<file path="src/rtl/textmode_char_writer.sv">
// Writer side of the 80x60 text-mode character buffer: turns a handshaked
// stream of character/control codes into single-cell buffer writes.
module textmode_char_writer #(
  parameter int COLS                = 80,
  parameter int ROWS                = 60,
  parameter int CHARACTER_SET_COUNT = 256
) (
  input  logic                                clk_i,
  input  logic                                rst_ni,
  input  logic                                char_valid_i,
  input  logic [$clog2(CHARACTER_SET_COUNT)-1:0] char_data_i,
  output logic                                char_ready_o,
  output logic                                wr_en_o,
  output logic [$clog2(COLS*ROWS)-1:0]        wr_addr_o,
  output logic [$clog2(CHARACTER_SET_COUNT)-1:0] wr_data_o,
  output logic [$clog2(COLS)-1:0]             cursor_x_o,
  output logic [$clog2(ROWS)-1:0]             cursor_y_o,
  output logic                                busy_o
);

  localparam int DATA_W = $clog2(CHARACTER_SET_COUNT);
  localparam int ADDR_W = $clog2(COLS*ROWS);
  localparam int X_W    = $clog2(COLS);
  localparam int Y_W    = $clog2(ROWS);
  localparam int CELLS  = COLS*ROWS;

  localparam logic [DATA_W-1:0] CODE_BS    = DATA_W'(8'h08);
  localparam logic [DATA_W-1:0] CODE_LF    = DATA_W'(8'h0A);
  localparam logic [DATA_W-1:0] CODE_FF    = DATA_W'(8'h0C);
  localparam logic [DATA_W-1:0] CODE_CR    = DATA_W'(8'h0D);
  localparam logic [DATA_W-1:0] CODE_SPACE = DATA_W'(8'h20);
  localparam logic [DATA_W-1:0] CODE_DEL   = DATA_W'(8'h7F);

  typedef enum logic [1:0] {
    IDLE,
    CLEAR_ROW,
    CLEAR_ALL
  } state_e;

  state_e              state_q, state_d;
  logic [X_W-1:0]      x_q, x_d;
  logic [Y_W-1:0]      y_q, y_d;
  logic [ADDR_W-1:0]   clr_cnt_q, clr_cnt_d;
  logic [ADDR_W-1:0]   clr_base_q, clr_base_d;
  logic                wr_en_q, wr_en_d;
  logic [ADDR_W-1:0]   wr_addr_q, wr_addr_d;
  logic [DATA_W-1:0]   wr_data_q, wr_data_d;

  logic                accept;
  logic [ADDR_W-1:0]   cur_addr;
  logic [Y_W-1:0]      y_inc;
  logic [ADDR_W-1:0]   next_row_base;
  logic                printable;

  assign char_ready_o = (state_q == IDLE);
  assign busy_o       = ~char_ready_o;
  assign wr_en_o      = wr_en_q;
  assign wr_addr_o    = wr_addr_q;
  assign wr_data_o    = wr_data_q;
  assign cursor_x_o   = x_q;
  assign cursor_y_o   = y_q;

  assign accept        = char_valid_i && char_ready_o;
  assign cur_addr      = ADDR_W'(y_q) * ADDR_W'(COLS) + ADDR_W'(x_q);
  assign y_inc         = (y_q == Y_W'(ROWS-1)) ? '0 : y_q + Y_W'(1);
  assign next_row_base = ADDR_W'(y_inc) * ADDR_W'(COLS);
  assign printable     = (char_data_i >= CODE_SPACE) && (char_data_i != CODE_DEL);

  always_ff @(posedge clk_i or negedge rst_ni) begin
    if (!rst_ni) begin
      state_q    <= IDLE;
      x_q        <= '0;
      y_q        <= '0;
      clr_cnt_q  <= '0;
      clr_base_q <= '0;
      wr_en_q    <= 1'b0;
      wr_addr_q  <= '0;
      wr_data_q  <= '0;
    end else begin
      state_q    <= state_d;
      x_q        <= x_d;
      y_q        <= y_d;
      clr_cnt_q  <= clr_cnt_d;
      clr_base_q <= clr_base_d;
      wr_en_q    <= wr_en_d;
      wr_addr_q  <= wr_addr_d;
      wr_data_q  <= wr_data_d;
    end
  end

  // Entering a new row (wrap or LF) always blanks that row before accepting more input.
  always_comb begin
    state_d    = state_q;
    x_d        = x_q;
    y_d        = y_q;
    clr_cnt_d  = clr_cnt_q;
    clr_base_d = clr_base_q;
    wr_en_d    = 1'b0;
    wr_addr_d  = wr_addr_q;
    wr_data_d  = wr_data_q;

    case (state_q)
      IDLE: begin
        if (accept) begin
          if (char_data_i == CODE_LF) begin
            x_d        = '0;
            y_d        = y_inc;
            clr_base_d = next_row_base;
            clr_cnt_d  = '0;
            state_d    = CLEAR_ROW;
          end else if (char_data_i == CODE_CR) begin
            x_d = '0;
          end else if (char_data_i == CODE_BS) begin
            if (x_q != '0) begin
              x_d       = x_q - X_W'(1);
              wr_en_d   = 1'b1;
              wr_addr_d = cur_addr - ADDR_W'(1);
              wr_data_d = CODE_SPACE;
            end
          end else if (char_data_i == CODE_FF) begin
            x_d       = '0;
            y_d       = '0;
            clr_cnt_d = '0;
            state_d   = CLEAR_ALL;
          end else if (printable) begin
            wr_en_d   = 1'b1;
            wr_addr_d = cur_addr;
            wr_data_d = char_data_i;
            if (x_q == X_W'(COLS-1)) begin
              x_d        = '0;
              y_d        = y_inc;
              clr_base_d = next_row_base;
              clr_cnt_d  = '0;
              state_d    = CLEAR_ROW;
            end else begin
              x_d = x_q + X_W'(1);
            end
          end
        end
      end
      CLEAR_ROW: begin
        wr_en_d   = 1'b1;
        wr_addr_d = clr_base_q + clr_cnt_q;
        wr_data_d = CODE_SPACE;
        if (clr_cnt_q == ADDR_W'(COLS-1)) begin
          state_d = IDLE;
        end else begin
          clr_cnt_d = clr_cnt_q + ADDR_W'(1);
        end
      end
      CLEAR_ALL: begin
        wr_en_d   = 1'b1;
        wr_addr_d = clr_cnt_q;
        wr_data_d = CODE_SPACE;
        if (clr_cnt_q == ADDR_W'(CELLS-1)) begin
          state_d = IDLE;
        end else begin
          clr_cnt_d = clr_cnt_q + ADDR_W'(1);
        end
      end
      default: state_d = IDLE;
    endcase
  end

endmodule
</file>
<file path="config.mk">
export PLATFORM = sky130hd
export DESIGN_NAME = textmode_char_writer
export DESIGN_NICKNAME = d
export VERILOG_FILES = /design/src/rtl/textmode_char_writer.sv
export SDC_FILE = /design/constraint.sdc
export NUM_CORES = 1
export LEC_CHECK = 0
export CORE_ASPECT_RATIO = 1.4
export CORE_UTILIZATION = 58
export CTS_CLUSTER_SIZE = 8
export DETAILED_ROUTE_END_ITERATION = 7
export PLACE_DENSITY = 0.81
export SYNTH_ARGS = -nofsm -noshare
export SYNTH_HDL_FRONTEND = slang
export SYNTH_SLANG_ARGS = --single-unit
</file>
<file path="constraint.sdc">
create_clock -name clk_i -period 3.9 [get_ports clk_i]
set_input_delay 0.585 -clock clk_i [delete_from_list [all_inputs] [get_ports clk_i]]
set_output_delay 0.585 -clock clk_i [all_outputs]
set_load 0.02 [all_outputs]
</file>
==> impl_metrics.json <==
{
  "syn_to_final_growth_pct": 16.2,
  "grt_antenna_before_repair": 0,
  "dp_slack_ps": 582,
  "grt_util_all_layers": 0.308,
  "drv_cap": 0,
  "ys_async_sr_fraction": 1.00,
  "hold_class": "in2async",
  "insertedDiodeCount": 0,
  "grt_max_degree": 37,
  "initial_core_util": 0.597,
  "ir_worst_vdd_v": 0.000302,
  "max_freq_mhz": 299,
  "postCtsHoldBufs": 0,
  "place_hpwl_mm": 9.05,
  "yosys.area.top_type": "dfrtp_1",
  "drt_wl_total_mm": 12.4,
  "cts_resized": 0,
  "drive_above_1_share": 0.0797,
  "path_max_fanout": 8,
  "slowest_stage": "fa_1",
  "design_power_total_w": 0.00292,
  "drt_iter0_drc": 258,
  "arrival_ps": 3640,
  "ys_types": 61,
  "cts.path.max_buffers": 2,
  "power_leakage_nw": 2.44,
  "synthTopCellsByArea": "dfrtp_1 (32%), ha_1 (9.8%), nand2_1 (5.9%)",
  "drc": 0,
  "rsz0062_at_grt": "false",
  "busiest_layer": "met2",
  "finalSetupTns_ps": 0,
  "nFillCells": 625,
  "drtAntennaViolNets": 0,
  "core_area_sq_mm": 0.00770,
  "synthesis.instances": 534,
  "globalRouteMet1Util": 0.362,
  "synth_flop_cell": "dfrtp_1",
  "setup_ws_ps": 557,
  "ios": 48,
  "grt_pass1_wl_mm": 19.6,
  "fin_skew_ps": 9.89,
  "die_area_sq_mm": 0.00830,
  "ys_seq_area_frac": 0.321,
  "fin_crit_ps": 3340,
  "cts_tree": "done",
  "fin_nets": 623,
  "post_cts_buffers": 0,
  "grt_use_met2": 0.544,
  "hold_slack_ps": 206,
  "cpPeakStageDelay_ps": 610,
  "report.final.slew_viol_count": 0,
  "cts_max_level": 3,
  "period_share": 0.857,
  "clock_latency_ps": 360,
  "cp_cell_sequence": "ha_1 -> ha_1 -> fa_1 -> inv_1 -> or3_1 -> nor4_1 -> xnor2_1 -> nor4_1 -> mux2_2 -> nand3_1",
  "grt.met3_usage": 0.0398,
  "rows": 38,
  "end_kind": "register",
  "yosysMostFrequentCell": "nand2_1",
  "die_h_um": 107,
  "slew_headroom": 0.411,
  "clock_sinks": 59,
  "ys.warnings.count": 0,
  "gr-total-overflow": 0,
  "critPathRequiredTime_ps": 4190,
  "routabilityCongestion": 0.892,
  "power_density_mw_per_mm2": 547,
  "viasPerCell": 6.31,
  "ys_seq_elements": 59,
  "start_kind": "register",
  "syn_nets": 585,
  "port_buffers": 47,
  "cts_buffers": 9,
  "synth_edf_count": 0,
  "synth_top_area_frac": 0.321,
  "syn_avg_cell_area_sq_um": 8.62,
  "synth.cells.most_frequent": "nand2_1 (72), dfrtp_1 (59), ha_1 (36)",
  "crit_type": "reg2reg",
  "wl_per_cell_um": 18.3,
  "die_w_um": 77.3,
  "hold_violations": 0,
  "vias": 4270,
  "firstDrtPassIters": 5,
  "status": "finished clean",
  "setup_viol": 0,
  "grt_pass1_vias": 3907,
  "cts.clk_slew.worst_paths_ps": 80,
  "netlist_area_sq_mm": 0.00460,
  "cts_root_buf": "clkbuf_8",
  "tightest_slew_ps": 862
}
==> worst max-delay path: cells and delay by family, from the launching register on <==
kind,cells,cell delay [ps]
adder cells (fa/ha/maj),3,1160
AND/OR/NAND/NOR,4,1030
flip-flops,1,490
multiplexers,1,380
XOR/XNOR,1,150
buffers and inverters,1,80
==> path summary, 6_finish.rpt <==
kind,startpoint,to,slack [ps],cells after the start
min,rst_ni,cursor_y_o[0]$_DFFE_PN0P_,210,1
max,cursor_y_o[3]$_DFFE_PN0P_,wr_addr_o[12]$_DFFE_PN0P_,560,10
min reg2reg,wr_data_o[0]$_DFFE_PN0P_,wr_data_o[0]$_DFFE_PN0P_,470,2
max in group asynchronous,rst_ni,clr_cnt_q[7]$_DFFE_PN0P_,2820,2
max reg2reg,cursor_y_o[3]$_DFFE_PN0P_,wr_addr_o[12]$_DFFE_PN0P_,560,10
min in group clk_i,wr_data_o[0]$_DFFE_PN0P_,wr_data_o[0]$_DFFE_PN0P_,470,2
==> metrics by stage <==
step | cell area, sq um | util | std cells
2_1_floorplan | 4600 | - | 534
3_3_place_gp | 5120 | 0.665 | 661
3_5_place_dp | 5120 | 0.665 | 661
4_1_cts | 5350 | 0.694 | 677
5_1_grt | 5350 | 0.694 | 677
6_report | 5350 | 0.694 | 677
==> final cells by class <==
| cell class | count | area, sq um | area share |
|---|---|---|---|
| clock buffer | 9 | 124 | 0.0232 |
| inverter | 14 | 52.6 | 0.00983 |
| tap | 100 | 125 | 0.0234 |
| timing repair buffer | 54 | 518 | 0.0969 |
| sequential | 59 | 1480 | 0.276 |
| multi-input combinational | 434 | 2950 | 0.552 |
| clock inverter | 7 | 100 | 0.0187 |
==> flip-flops by register name, indices dropped and copies added, names as in the netlist <==
signal and count:
state_q 2, cursor_x_o 7, cursor_y_o 6, clr_base_q 9, wr_addr_o 13, wr_en_o 1
wr_data_o 8, clr_cnt_q 13
==> cell usage in the layout (no fill, tap or decap), drive strengths merged, types with 14 or more instances in the layout <==
master | netlist | layout
a21oi | 28 | 28
clkdlybuf4s50 | 0 | 46
dfrtp | 59 | 59
ha | 36 | 36
inv | 14 | 15
nand2 | 72 | 72
nand3 | 28 | 28
nor2 | 34 | 34
nor3 | 14 | 14
o21ai | 33 | 33
xnor2 | 18 | 18
==> logic make-up (layout without fill, tap and decap cells) <==
family                   after synthesis  count (layout)  synth area share
flip-flops                            59              59             0.321
adder cells (fa/ha/maj)               40              40             0.115
AND/OR/NAND/NOR                      219             219             0.246
AO/OA/AOI/OAI                        136             136             0.197
multiplexers                          10              10            0.0239
buffers and inverters                 41              84            0.0381
XOR/XNOR                              29              29            0.0582
==> power breakdown <==
| group | switching (W) | internal, W | total (W) |
|---|---|---|---|
| Sequential | 0.000169 | 0.000775 | 0.000945 |
| Combinational | 0.000806 | 0.000529 | 0.00133 |
| Clock | 0.000279 | 0.000364 | 0.000642 |
| Total | 0.00125 | 0.00167 | 0.00292 |
==> metal layers <==
layer | share of wire | up-vias
li1 | - | 2035
met1 | 0.40 | 2051
met2 | 0.52 | 147
met3 | 0.045 | 37
met4 | 0.035 | 0
met5 | 0 | -
Note: power is estimated with default switching activity, not from simulation.
